<file path="config.mk">
export PLATFORM = sky130hd
export DESIGN_NAME = rv_ctrl_fsm_flat
export DESIGN_NICKNAME = d
export VERILOG_FILES = /design/src/rtl/rv_ctrl_fsm_if.sv /design/src/rtl/rv_ctrl_fsm.sv /design/src/flat_wrapper.sv
export SDC_FILE = /design/constraint.sdc
export NUM_CORES = 1
export LEC_CHECK = 0
export ABC_AREA = 1
export CORE_MARGIN = 4
export CORE_UTILIZATION = 41
export CTS_BUF_LIST = sky130_fd_sc_hd__clkbuf_4
export CTS_CLUSTER_SIZE = 30
export DETAILED_ROUTE_END_ITERATION = 10
export GPL_ROUTABILITY_DRIVEN = 0
export PLACE_DENSITY = 0.77
export RECOVER_POWER = 50
export SKIP_LAST_GASP = 1
export SLEW_MARGIN = 25
export SYNTH_ARGS = -nofsm -noshare
export SYNTH_HDL_FRONTEND = slang
export SYNTH_SLANG_ARGS = --single-unit
</file>
<file path="constraint.sdc">
create_clock -name clk -period 2.1 [get_ports clk]
set_input_delay 0.315 -clock clk [delete_from_list [all_inputs] [get_ports clk]]
set_output_delay 0.315 -clock clk [all_outputs]
set_load 0.02 [all_outputs]
</file>
<file path="src/rtl/rv_ctrl_fsm_if.sv">
// rv_ctrl_fsm_if: decoder/datapath/memory handshake bundle of the RV32I control sequencer
interface rv_ctrl_fsm_if;
  logic [3:0]  itype;
  logic        br_taken;
  logic        imem_req;
  logic        imem_ack;
  logic        ir_load;
  logic        dmem_req;
  logic        dmem_we;
  logic        dmem_ack;
  logic        rf_we;
  logic        pc_en;
  logic [3:0]  pc_type;
  logic [2:0]  state;
  logic [31:0] instret;
  logic        fault;
  logic [1:0]  fault_code;
  modport master (
    output itype, br_taken, imem_ack, dmem_ack,
    input  imem_req, ir_load, dmem_req, dmem_we, rf_we, pc_en, pc_type, state, instret, fault, fault_code
  );
  modport slave (
    input  itype, br_taken, imem_ack, dmem_ack,
    output imem_req, ir_load, dmem_req, dmem_we, rf_we, pc_en, pc_type, state, instret, fault, fault_code
  );
endinterface

</file>
<file path="src/rtl/rv_ctrl_fsm.sv">
// rv_ctrl_fsm: multi-cycle RV32I control sequencer (FETCH/DECODE/EXEC/MEM/WB) with retired count.
// Define RV_CTRL_TIMEOUT_EN to fault on memory handshakes that wait TIMEOUT_CYCLES without ack.
module rv_ctrl_fsm #(
  parameter int TIMEOUT_CYCLES = 255,
  parameter int CNT_W          = 8
) (
  input logic       clk,
  input logic       rst,
  rv_ctrl_fsm_if.slave bus
);
  typedef enum logic [2:0] {
    FETCH  = 3'd0,
    DECODE = 3'd1,
    EXEC   = 3'd2,
    MEM    = 3'd3,
    WB     = 3'd4,
    FAULT  = 3'd5
  } state_t;
  localparam logic [3:0] T_LOAD = 4'd0, T_SEQ = 4'd1, T_STORE = 4'd2, T_BRNCH = 4'd6, T_MAX = 4'd8;
  if (TIMEOUT_CYCLES >= (1 << CNT_W)) begin : g_cnt_chk
    $error("TIMEOUT_CYCLES does not fit in CNT_W bits");
  end
  state_t      state_q, state_d;
  logic [3:0]  type_q, type_d;
  logic [1:0]  fault_code_q, fault_code_d;
  logic [31:0] instret_q;
  logic        ir_load, pc_en;
  logic [3:0]  pc_type;
`ifdef RV_CTRL_TIMEOUT_EN
  logic [CNT_W-1:0] cnt_q, cnt_d;
  logic             waiting;
`endif
  always_comb begin
    state_d      = state_q;
    type_d       = type_q;
    fault_code_d = fault_code_q;
    ir_load      = 1'b0;
    pc_en        = 1'b0;
    pc_type      = type_q;
    case (state_q)
      FETCH: if (bus.imem_ack) begin
        ir_load = 1'b1;
        state_d = DECODE;
      end
      DECODE: begin
        type_d       = bus.itype;
        state_d      = bus.itype > T_MAX ? FAULT : EXEC;
        fault_code_d = bus.itype > T_MAX ? 2'b01 : fault_code_q;
      end
      EXEC: begin
        state_d = (type_q == T_LOAD || type_q == T_STORE) ? MEM : type_q == T_BRNCH ? FETCH : WB;
        pc_en   = type_q == T_BRNCH;
        pc_type = type_q == T_BRNCH ? (bus.br_taken ? T_BRNCH : T_SEQ) : type_q;
      end
      MEM: if (bus.dmem_ack) begin
        state_d = type_q == T_STORE ? FETCH : WB;
        pc_en   = type_q == T_STORE;
      end
      WB: begin
        pc_en   = 1'b1;
        state_d = FETCH;
      end
      default: state_d = FAULT;
    endcase
`ifdef RV_CTRL_TIMEOUT_EN
    waiting = (state_q == FETCH && !bus.imem_ack) || (state_q == MEM && !bus.dmem_ack);
    if (waiting && cnt_q == CNT_W'(TIMEOUT_CYCLES)) begin
      state_d      = FAULT;
      fault_code_d = 2'b10;
    end
    // Any exit from a wait state, including into the next one, restarts the count.
    cnt_d = (waiting && state_d != FAULT) ? cnt_q + 1'b1 : '0;
`endif
  end
  always_ff @(posedge clk) begin
    if (rst) begin
      state_q      <= FETCH;
      type_q       <= '0;
      fault_code_q <= '0;
      instret_q    <= '0;
    end else begin
      state_q      <= state_d;
      type_q       <= type_d;
      fault_code_q <= fault_code_d;
      instret_q    <= instret_q + 32'(pc_en);
    end
  end
`ifdef RV_CTRL_TIMEOUT_EN
  always_ff @(posedge clk) begin
    if (rst) cnt_q <= '0;
    else cnt_q <= cnt_d;
  end
`endif
  assign bus.state      = state_q;
  assign bus.imem_req   = state_q == FETCH;
  assign bus.dmem_req   = state_q == MEM;
  assign bus.dmem_we    = state_q == MEM && type_q == T_STORE;
  assign bus.rf_we      = state_q == WB;
  assign bus.fault      = state_q == FAULT;
  assign bus.fault_code = fault_code_q;
  assign bus.instret    = instret_q;
  assign bus.ir_load    = ir_load;
  assign bus.pc_en      = pc_en;
  assign bus.pc_type    = pc_en && state_q == MEM ? T_STORE : pc_type;
endmodule

</file>
<file path="src/flat_wrapper.sv">
// flat-port wrapper written by rule: the top's interface ports become plain ports
module rv_ctrl_fsm_flat 
#(
  parameter int TIMEOUT_CYCLES = 255,
  parameter int CNT_W          = 8
)
  (clk, rst, bus_itype, bus_br_taken, bus_imem_ack, bus_dmem_ack, bus_imem_req, bus_ir_load, bus_dmem_req, bus_dmem_we, bus_rf_we, bus_pc_en, bus_pc_type, bus_state, bus_instret, bus_fault, bus_fault_code);
  rv_ctrl_fsm_if bus_i ();
  input logic clk;
  input logic rst;
  input wire logic [$bits(bus_i.itype)-1:0] bus_itype;
  input wire logic [$bits(bus_i.br_taken)-1:0] bus_br_taken;
  input wire logic [$bits(bus_i.imem_ack)-1:0] bus_imem_ack;
  input wire logic [$bits(bus_i.dmem_ack)-1:0] bus_dmem_ack;
  output wire logic [$bits(bus_i.imem_req)-1:0] bus_imem_req;
  output wire logic [$bits(bus_i.ir_load)-1:0] bus_ir_load;
  output wire logic [$bits(bus_i.dmem_req)-1:0] bus_dmem_req;
  output wire logic [$bits(bus_i.dmem_we)-1:0] bus_dmem_we;
  output wire logic [$bits(bus_i.rf_we)-1:0] bus_rf_we;
  output wire logic [$bits(bus_i.pc_en)-1:0] bus_pc_en;
  output wire logic [$bits(bus_i.pc_type)-1:0] bus_pc_type;
  output wire logic [$bits(bus_i.state)-1:0] bus_state;
  output wire logic [$bits(bus_i.instret)-1:0] bus_instret;
  output wire logic [$bits(bus_i.fault)-1:0] bus_fault;
  output wire logic [$bits(bus_i.fault_code)-1:0] bus_fault_code;
  assign bus_i.itype = bus_itype;
  assign bus_i.br_taken = bus_br_taken;
  assign bus_i.imem_ack = bus_imem_ack;
  assign bus_i.dmem_ack = bus_dmem_ack;
  assign bus_imem_req = bus_i.imem_req;
  assign bus_ir_load = bus_i.ir_load;
  assign bus_dmem_req = bus_i.dmem_req;
  assign bus_dmem_we = bus_i.dmem_we;
  assign bus_rf_we = bus_i.rf_we;
  assign bus_pc_en = bus_i.pc_en;
  assign bus_pc_type = bus_i.pc_type;
  assign bus_state = bus_i.state;
  assign bus_instret = bus_i.instret;
  assign bus_fault = bus_i.fault;
  assign bus_fault_code = bus_i.fault_code;
  rv_ctrl_fsm #(.TIMEOUT_CYCLES(TIMEOUT_CYCLES), .CNT_W(CNT_W)) u_core (.clk(clk), .rst(rst), .bus(bus_i));
endmodule
</file>
==> impl_results.md <==
- Placed standard-cell area: 2943 um2
- Fin cells: around 500
- Register Area: 812.0 um2
- Chip height: 81.41 um
- # rows: 26
- Synth cell types: 27
- Fin. Hold Viols: 0
- Initial core utilization: 42.72%
- # Max-Cap Violations: 0
- Clock Power Share: roughly 24%
- Final instance area: 3109 um2
- Data required, critical path: 2370 ps
- Comb power frac: 32.9%
- Net Sw Frac: around a third
- Clock transition at path regs: between 100 and 150 ps
- Clock buffer depth: 2
- Status: complete, no violations
- Drt via density: ~4.9
- Slew HR: 66.60%
- Post-DP HPWL: 4569 um
- Post-layout min period: around 2000 ps
- Static leakage: 1.158 nW
- Initial drt markers: 140
- Tot GR Track Use: 19.28%
- Crit-path max FO: 6
- Antenna Violating Nets Remaining: 0
- Main area contributors after synthesis: dfxtp_1, nand2_1, nor2_1
- Post-synth top area cell: dfxtp_1
- Number of CTS-inserted buffers: 5
- Critical Path AT: 2310 ps
- CTS tree: yes
- TritonRoute pass-1 iters: 4
- Area growth, synth to finish: 40.71%
- Fin crit share: between 90% and 100%
- Core Region: 5172 um2
- Yosys reg bits: 40
- WS Path Type: register to register
- Warnings from Yosys: 0
- Total grt overflow: 0
- Hold depth: 2
- First-pass GRT wire length: about 10000 um
- Total power divided by cell area: 665.9 nW/um2
- Measured slew at the worst slew-check pin: ~500 ps
- Share of the synthesized area in the top cell type: 36.24%
- Wire length per cell: 12.09 um
- Final net count: 441
- Clock Skews: between 10 and 15 ps
- CTS root buf: clkbuf_4
- Initial antenna violation count: 0
- Placed Cells: 487
- RSZ-0062 raised after global routing: true
- Synthesized instance count: 360
- Register area share after synthesis: 36.24%
- Total power: 2.070 mW
- DIE WIDTH: 81.41 um
- Final setup fails: 0
- Utilization after layout: 60.11%
- Switch Pwr: 0.7266 mW
- Fin. max-slew vios: 0
- Place WS: -26.62 ps
- Final worst setup slack: 60.97 ps
- Remaining DRCs: 0
- Crit end category: register
- Cts hold-fix bufs: 0
- Share of cells above drive strength 1: ~15%
- Fmax: 0.4904 GHz
- DRT Wirelength: 6057 um
- Sequential share of power: 42.9%
- VDD IR max: around 0.38 mV
- HP Class: register to register
- Synth Area per Inst: 6.138 um2
- Internal power: approximately 1.3 mW
- CTS H-tree depth: 2
- Inserted Diodes: 0
- Largest net degree at the start of global routing: 24
- Via count: between 2k and 2.5k
- Post-Syn Area: roughly 2200 um2
- IO Count: 57
- Area of the multi-input gates: approximately 1300 um2
- Filler Cells Inserted: 474
- Startpoint Class: register
- Syn nets: between 300 and 400
- Sink Count: 40
- Area of the die: 6628 um2
- Vias in the first global route: approximately 2.3k
- Reg2Reg Depth: 14
- Worst-skew pair later-pin latency: 360 ps
- Port Buf Inserts: 55
==> through the flow <==
step | hold WS, ps | setup TNS [ps]
2_1_floorplan | 384.1 | -686.0
3_3_place_gp | 452.8 | 0
3_5_place_dp | 463.8 | -39.43
4_1_cts | 492.2 | -53.39
5_1_grt | 514.5 | -303.4
6_report | 483.9 | 0
==> Yosys cell counts <==
library cell  instances
or2_1                 1
xor2_1                1
inv_1                50
nor3_1                4
nor2_2                5
dfxtp_1              40
clkbuf_1              3
a21oi_1              30
nand2_2               5
ha_1                  2
nand3_2               1
nand2_1             103
inv_2                 2
nor2_4                4
or2_0                 1
o21ai_0              12
a21oi_2               1
nand2_4               1
xnor2_1               1
nor2_1               65
buf_2                 1
nand4_1               2
nand3b_1              1
buf_4                 1
conb_1                1
o21a_1                1
nand3_1              21
==> area by class of cell <==
type,count,area share [%]
Sequential cell,40,26.12
Clock buffer,5,1.207
Multi-Input combinational cell,263,42.13
Tap cell,70,2.817
Clock inverter,3,1.207
Timing Repair Buffer,68,20.08
Inverter,52,6.439
==> timing repair <==
action / CTS / global route
endpoints found under the setup margin: 10 / 31
resized for setup: 14 / 22
pin swaps: 2 / 11
setup buffers: 1 / 5
==> cells in the final DEF (no fill, tap or decap), types with 2 or more instances in the layout <==
cell	Yosys	layout
inv_2	2	3
nand4_1	2	2
dfxtp_4	0	2
nand2_2	5	3
inv_4	0	2
ha_4	0	2
nand3_1	21	20
dlygate4sd2_1	0	4
inv_1	50	47
nand3_2	1	2
dfxtp_1	40	35
buf_2	1	2
clkbuf_4	0	5
nor2_1	65	60
nor2_2	5	5
clkinv_1	0	2
clkdlybuf4s50_1	0	48
nand2_4	1	5
nor2_4	4	9
nor3_1	4	2
buf_4	1	12
o21ai_1	0	3
a21oi_2	1	4
a21oi_1	30	27
dfxtp_2	0	3
nand2_1	103	101
o21ai_0	12	9
==> power by group through the flow <==
| stage | clock network (mW) | registers [mW] | logic [mW] |
|---|---|---|---|
| after floorplan | 0 | 0.926 | 0.363 |
| after detailed placement | 0 | 0.891 | 0.678 |
| after global placement | 0 | 0.888 | 0.664 |
| final | 0.503 | 0.887 | 0.681 |
| after CTS | 0.510 | 0.875 | 0.655 |
| after global routing | 0.542 | 0.898 | 0.750 |
==> flip-flops by register name, indices dropped and copies added (netlist names) <==
register and flops:
u_core.bus.fault_code 1, u_core.type_q 4, u_core.bus.instret 32, u_core.bus.state 3
==> critical path: stages, from the launching register on <==
cell	delay (ps)
dfxtp_2	350
nor2_4	120
nand3_2	110
nor3_4	160
a21oi_2	80
nand2_2	90
ha_4	150
ha_4	140
nand2_4	60
nor2_4	230
nand3b_1	160
nor2_2	150
nand2_1	60
nand2_1	60
nor2_1	40
==> layer usage <==
layer  GRT usage, %  part of all wire [%]  vias to the layer above
li1               -                     -                     1253
met1          23.78                    43                     1100
met2          31.60                    49                       76
met3          4.934                   5.9                       14
met4          8.446                   2.5                        0
met5              0                     0                        -
==> worst paths after layout <==
check | start | to | slack, ps
hold / removal | u_core.bus.fault_code[0] | u_core.bus.fault_code[0] | 480
hold reg to reg | u_core.bus.fault_code[0] | u_core.bus.fault_code[0] | 480
setup / recovery | u_core.type_q[0] | u_core.bus.instret[18] | 60
setup reg to reg | u_core.type_q[0] | u_core.bus.instret[18] | 60
==> kinds of logic (layout without fill, tap and decap cells) <==
kind of cell / after synthesis / count (layout) / synth area share, %
and+or+nand+nor: 214 / 214 / 41.51
buffers and inverters: 57 / 128 / 9.909
AOI/OAI and AO/OA: 44 / 44 / 10.25
DFF: 40 / 40 / 36.24
adders and majority gates: 2 / 2 / 1.132
xor gates and xnor gates: 2 / 2 / 0.7929
other: 1 / 1 / 0.1697
Note: power is estimated with default switching activity, not from simulation.
